<file path="src/rtl/video_timing_gen_pkg.sv">
// Shared timing defaults and pattern-select encoding for the raster generator.
package video_pkg;

  localparam int unsigned DEF_COLORDEPTH = 8;
  localparam int unsigned DEF_H_ACTIVE   = 1600;
  localparam int unsigned DEF_H_FP       = 24;
  localparam int unsigned DEF_H_SYNC     = 80;
  localparam int unsigned DEF_H_BP       = 96;
  localparam int unsigned DEF_V_ACTIVE   = 900;
  localparam int unsigned DEF_V_FP       = 1;
  localparam int unsigned DEF_V_SYNC     = 3;
  localparam int unsigned DEF_V_BP       = 96;

  typedef enum logic [1:0] {
    PAT_HRAMP   = 2'd0,
    PAT_VRAMP   = 2'd1,
    PAT_CHECKER = 2'd2,
    PAT_FLAT    = 2'd3
  } pat_e;

endpackage

</file>
<file path="src/rtl/video_timing_gen_counter.sv">
// Wrap counter with clock-enable; o_wrap pulses on the enabled cycle that returns to 0.
module vtg_counter #(
  parameter int unsigned MAX = 1800,
  parameter int unsigned W   = $clog2(MAX)
) (
  input  logic         clk,
  input  logic         rst,
  input  logic         i_ce,
  output logic [W-1:0] o_cnt,
  output logic         o_wrap
);

  logic [W-1:0] r_cnt;
  logic         w_last;

  assign w_last = (r_cnt == W'(MAX - 1));
  assign o_wrap = i_ce & w_last;
  assign o_cnt  = r_cnt;

  always_ff @(posedge clk or negedge rst) begin
    if (!rst) begin
      r_cnt <= '0;
    end else if (i_ce) begin
      r_cnt <= w_last ? '0 : r_cnt + 1'b1;
    end
  end

endmodule

</file>
<file path="src/rtl/video_timing_gen.sv">
// Raster timing generator with registered stream outputs.
// VTG_PATTERN_EN builds the test-pattern source; otherwise data_i is passed through.
module video_timing_gen
  import video_pkg::*;
#(
  parameter int unsigned COLORDEPTH = DEF_COLORDEPTH,
  parameter int unsigned H_ACTIVE   = DEF_H_ACTIVE,
  parameter int unsigned H_FP       = DEF_H_FP,
  parameter int unsigned H_SYNC     = DEF_H_SYNC,
  parameter int unsigned H_BP       = DEF_H_BP,
  parameter int unsigned V_ACTIVE   = DEF_V_ACTIVE,
  parameter int unsigned V_FP       = DEF_V_FP,
  parameter int unsigned V_SYNC     = DEF_V_SYNC,
  parameter int unsigned V_BP       = DEF_V_BP,
  parameter logic        HS_POL     = 1'b1,
  parameter logic        VS_POL     = 1'b1
) (
  input  logic                  clk,
  input  logic                  rst,
  input  logic                  ce,
  input  logic [1:0]            pat_sel,
  input  logic [COLORDEPTH-1:0] data_i,
  output logic [COLORDEPTH-1:0] data_o,
  output logic                  dv_o,
  output logic                  hs_o,
  output logic                  vs_o,
  output logic                  line_end_o,
  output logic                  frame_start_o
);

  localparam int unsigned H_TOTAL = H_ACTIVE + H_FP + H_SYNC + H_BP;
  localparam int unsigned V_TOTAL = V_ACTIVE + V_FP + V_SYNC + V_BP;
  localparam int unsigned HW      = $clog2(H_TOTAL);
  localparam int unsigned VW      = $clog2(V_TOTAL);

  logic [HW-1:0]         w_h;
  logic [VW-1:0]         w_v;
  logic                  w_h_wrap;
  logic                  w_v_wrap;
  logic                  w_dv;
  logic                  w_hs_act;
  logic                  w_vs_act;
  logic [COLORDEPTH-1:0] w_pix;

  logic                  r_origin;
  logic [COLORDEPTH-1:0] r_data;
  logic                  r_dv;
  logic                  r_hs;
  logic                  r_vs;
  logic                  r_le;
  logic                  r_fs;

  vtg_counter #(.MAX(H_TOTAL), .W(HW)) u_h_cnt (
    .clk    (clk),
    .rst    (rst),
    .i_ce   (ce),
    .o_cnt  (w_h),
    .o_wrap (w_h_wrap)
  );

  vtg_counter #(.MAX(V_TOTAL), .W(VW)) u_v_cnt (
    .clk    (clk),
    .rst    (rst),
    .i_ce   (w_h_wrap),
    .o_cnt  (w_v),
    .o_wrap (w_v_wrap)
  );

  always_comb begin
    w_dv     = (w_h < HW'(H_ACTIVE)) && (w_v < VW'(V_ACTIVE));
    w_hs_act = (w_h >= HW'(H_ACTIVE + H_FP)) && (w_h < HW'(H_ACTIVE + H_FP + H_SYNC));
    w_vs_act = (w_v >= VW'(V_ACTIVE + V_FP)) && (w_v < VW'(V_ACTIVE + V_FP + V_SYNC));
  end

`ifdef VTG_PATTERN_EN
  pat_e r_pat_q;
  pat_e w_pat;
  logic w_unused_data;

  assign w_unused_data = ^data_i;

  // The frame's first pixel already uses the newly sampled select, so a whole frame shares one pattern.
  assign w_pat = r_origin ? pat_e'(pat_sel) : r_pat_q;

  always_ff @(posedge clk or negedge rst) begin
    if (!rst) begin
      r_pat_q <= PAT_HRAMP;
    end else if (ce && r_origin) begin
      r_pat_q <= pat_e'(pat_sel);
    end
  end

  always_comb begin
    w_pix = '0;
    case (w_pat)
      PAT_HRAMP:   w_pix = COLORDEPTH'(w_h);
      PAT_VRAMP:   w_pix = COLORDEPTH'(w_v);
      PAT_CHECKER: w_pix = (((32'(w_h) ^ 32'(w_v)) & 32'h20) != 32'd0) ? '1 : '0;
      PAT_FLAT:    w_pix = {1'b1, {(COLORDEPTH-1){1'b0}}};
      default:     w_pix = '0;
    endcase
  end
`else
  logic w_unused_pat;

  assign w_unused_pat = ^pat_sel;
  assign w_pix        = data_i;
`endif

  // (0,0) is only reachable from reset or a frame wrap, so a flag replaces a two-counter compare.
  always_ff @(posedge clk or negedge rst) begin
    if (!rst) begin
      r_origin <= 1'b1;
      r_data   <= '0;
      r_dv     <= 1'b0;
      r_hs     <= ~HS_POL;
      r_vs     <= ~VS_POL;
      r_le     <= 1'b0;
      r_fs     <= 1'b0;
    end else if (ce) begin
      r_origin <= w_v_wrap;
      r_data   <= w_dv ? w_pix : '0;
      r_dv     <= w_dv;
      r_hs     <= w_hs_act ? HS_POL : ~HS_POL;
      r_vs     <= w_vs_act ? VS_POL : ~VS_POL;
      r_le     <= w_dv && (w_h == HW'(H_ACTIVE - 1));
      r_fs     <= r_origin;
    end
  end

  assign data_o        = r_data;
  assign dv_o          = r_dv;
  assign hs_o          = r_hs;
  assign vs_o          = r_vs;
  assign line_end_o    = r_le;
  assign frame_start_o = r_fs;

endmodule

</file>
<file path="config.mk">
export PLATFORM = sky130hd
export DESIGN_NAME = video_timing_gen
export DESIGN_NICKNAME = d
export VERILOG_FILES = /design/src/rtl/video_timing_gen_pkg.sv /design/src/rtl/video_timing_gen_counter.sv /design/src/rtl/video_timing_gen.sv
export SDC_FILE = /design/constraint.sdc
export NUM_CORES = 1
export LEC_CHECK = 0
export ABC_AREA = 1
export CAP_MARGIN = 20
export CORE_MARGIN = 2
export CORE_UTILIZATION = 42
export CTS_BUF_LIST = sky130_fd_sc_hd__clkbuf_8
export CTS_CLUSTER_SIZE = 12
export DETAILED_ROUTE_END_ITERATION = 7
export PLACE_DENSITY = 0.66
export SYNTH_ARGS = -nofsm -noshare
export SYNTH_HDL_FRONTEND = slang
export SYNTH_SLANG_ARGS = --single-unit
</file>
<file path="constraint.sdc">
create_clock -name clk -period 1.35 [get_ports clk]
set_input_delay 0.3375 -clock clk [delete_from_list [all_inputs] [get_ports clk]]
set_output_delay 0.3375 -clock clk [all_outputs]
set_load 0.03 [all_outputs]
</file>
==> reports/metrics.yaml <==
place:
  place_hpwl_um: 3280
  place.gp.congestion: 0.889
  io_buffers: 23
  place_area_um2: 2420
  place_ws_ns: -0.401
global_routing:
  grt_max_degree: 18
  busiest_layer: "met2"
  grt-ovfl-total: 0
  met3_usage_pct: 5.25
  met1_usage_pct: 27.8
  met2_usage_pct: 32.3
  grt_pass1_vias: 1823
  antenna_found_initial: 0
  grt_pass1_wl_um: 8480
  grt_util_all_layers_pct: 20.7
min_path:
  hold_class: "flop to flop"
  hold_path_end: "data_o[5]$_DFFE_PN0P_"
  whs_path_depth: 2
  worstHoldStart: "data_o[5]$_DFFE_PN0P_"
layout:
  final_area_um2: 2790
  ff_latch_area_um2: 881
  nNetsFinal: 329
  drive_above_1_share_pct: 35.6
  multi_input_area_um2: 1180
  areaGrowthSynthToFinish_pct: 38.8
  num-fill-cells: 389
  num_antenna_cells: 0
detailed_routing:
  wl_per_cell_um: 14.9
  wl_um: 5450
  vias: 1911
  drc_errors: 0
  drt_first_pass_iters: 4
  detail-route-antenna-nets: 0
  vias_per_cell: 5.22
  drtIter0Drc: 132
power_and_ir_drop:
  p_int_mw: 2.15
  sequentialPowerShare_pct: 39.7
  p_comb_share_pct: 30.7
  p_clk_share_pct: 29.6
  p_leak_nw: 1.31
  switching_power_mw: 1.14
  p_per_area_nw_per_um2: 1180
  vdd_drop_max_mv: 0.610
  switching_share_pct: 34.6
die:
  dieArea_um2: 5350
  rows: 25
  ios: 26
  core_um2: 4660
  die_w_um: 73.1
  initial_core_util_pct: 43.1
  fp.dieH_um: 73.1
setup_path:
  r2r_setup_slack_ns: -0.04
  reg2regPathDepth: 6
  worstPathRequired_ns: 1.54
  crit_path_max_fanout: 4
  r2r-end: "u_h_cnt.o_cnt[4]$_DFFE_PN0P_"
  startpoint: "u_h_cnt.o_cnt[0]$_DFFE_PN0P_"
  startpoint_type: "flop"
  end_kind: "flop"
  timing.rr.start: "u_h_cnt.o_cnt[0]$_DFFE_PN0P_"
  critPathKind: "flop to flop"
  worstPathArrival_ns: 1.58
timing:
  max_freq_mhz: 720
  tightest_slew_ns: 0.398
  finalHoldViolCount: 0
  setup_viol: 3
  period_share_pct: 103
  fin_ws_ns: -0.0394
  relSlewSlack_pct: 73.5
  slew_viol_final: 0
  finalClockSkew_ns: 0.00601
  grt_setup_unrepaired: "true"
  whs_ns: 0.482
  fin_crit_ns: 1.39
synth:
  synth.most_common_cell: "nand2_1"
  seq_area_frac_synth_pct: 43.7
  ys_seq_elements: 35
  synth_cell_type_count: 34
  synth_nets: 270
  synth_edf_count: 0
  netlist_top_cells_count: "nand2_1 (73), dfrtp_1 (34), nand3_1 (31), inv_1 (27), nor2_1 (19)"
  yosysWarnings: 0
  ys.flop_type: "dfrtp_1"
  synthTopCellsByArea: "dfrtp_1 (42%), nand2_1 (14%), nand3_1 (7.7%)"
  syn-cell-area_um2: 2010
  async_flop_share_pct: 100
  yosysTopAreaCell: "dfrtp_1"
  synth_area_per_cell_um2: 7.97
  synth.top_cell.area_share_pct: 42.4
  synthCells: 252
clock_network:
  cts_root_buffer: "clkbuf_8"
  clk_pin_slew_ns: 0.08
  htreeDepth: 2
  numCtsBuffers: 5
  clock_latency_ns: 0.30
  clock_path_buffers: 2
  cts_sinks: 35
  cts_tree: "built"
outcome:
  violations: "negative setup slack"
  outcome: "finished, violations left"
flow_run:
  cap_viol_max_count: 0
-- flip-flops by register name, summed over array words and instances, names as in the netlist --
signal / flops
u_v_cnt.o_cnt: 10
frame_start_o: 1
data_o: 8
hs_o: 1
line_end_o: 1
u_h_cnt.o_cnt: 11
dv_o: 1
r_origin: 1
vs_o: 1
-- metrics by stage --
stage / TNS, ns / instances / total power [mW] / util [%]
6_report: -0.0676 / 366 / 3.29 / 59.8
3_3_place_gp: -8.58 / 348 / 2.14 / 51.9
4_1_cts: -0.137 / 364 / 3.21 / 56.9
3_5_place_dp: -9.58 / 348 / 2.15 / 51.9
5_1_grt: -1.29 / 366 / 3.47 / 59.8
2_1_floorplan: 0 / 252 / 1.76 / -
-- cell families (layout without fill, tap and decap cells) --
group                    count (synthesis)  in the layout  share of synthesized area [%]
adder cells (fa/ha/maj)                  5              5                           3.12
flip-flops                              35             35                           43.7
AND/OR/NAND/NOR                        151            154                           37.5
buffers and inverters                   35             91                           7.54
AO/OA/AOI/OAI                           23             24                           6.85
XOR/XNOR                                 3              3                           1.31
-- what timing repair did --
| action | CTS | global route |
|---|---|---|
| setup endpoints to repair | 29 | 32 |
| buffers inserted | 4 | 1 |
| gates cloned | 3 | 1 |
| pin swaps | 10 | 12 |
| hold buffers | 1 | 0 |
| resized for setup | 26 | 33 |
| hold endpoints to repair | 14 | 0 |
-- how the worst max path moves through the flow --
stage / end / slack [ns] / cells after the start
finish: u_h_cnt.o_cnt[4]$_DFFE_PN0P_ / -0.04 / 6
global route: u_h_cnt.o_cnt[4]$_DFFE_PN0P_ / -0.11 / 6
CTS: u_v_cnt.o_cnt[0]$_DFFE_PN0P_ / -0.05 / 7
detailed placement: line_end_o$_DFFE_PN0P_ / -0.40 / 7
global placement: line_end_o$_DFFE_PN0P_ / -0.36 / 7
floorplan: u_v_cnt.o_cnt[4]$_DFFE_PN0P_ / 0.02 / 7
-- placed cells by master (no fill, tap or decap), drive strengths merged --
cell type      count
nand4              4
o22ai              1
clkdlybuf4s50      8
inv               31
dfstp              1
clkbuf             6
or2                2
nand2             76
o31ai              1
dlygate4sd2        1
dlygate4sd3        1
nor3               7
dfrtp             34
xnor2              1
nand3             35
o21ai             18
clkdlybuf4s15      4
a21oi              4
buf               37
clkinv             2
ha                 5
nor2              28
xor2               2
bufinv             1
nand3b             2
-- layout make-up --
cell class | count | area share [%]
Multi-Input combinational cell | 186 | 42.4
Sequential cell | 35 | 31.6
Clock inverter | 3 | 1.57
Clock buffer | 5 | 2.47
Timing Repair Buffer | 52 | 15.4
Inverter | 31 | 4.17
Tap cell | 54 | 2.42
-- metal layers --
layer  vias up  routed length (µm)
met1       922                2470
met4         0                  28
met2        51                2730
met5         -                   0
li1        933                   -
met3         5                 221
-- power by group through the flow --
stage / registers [mW] / clock network (mW) / logic (mW)
after floorplan: 1.37 / 0 / 0.399
after global placement: 1.30 / 0 / 0.839
after detailed placement: 1.30 / 0 / 0.849
after CTS: 1.30 / 0.979 / 0.937
after global routing: 1.32 / 1.04 / 1.11
final: 1.31 / 0.974 / 1.01
-- critical path, cell delays in order (launching register included) --
cell     delay [ns]
dfrtp_1        0.39
ha_4           0.18
nand3_1        0.18
buf_4          0.20
nor2_1         0.15
xnor2_1        0.13
inv_1          0.05
(Power assumes the default switching activity.)
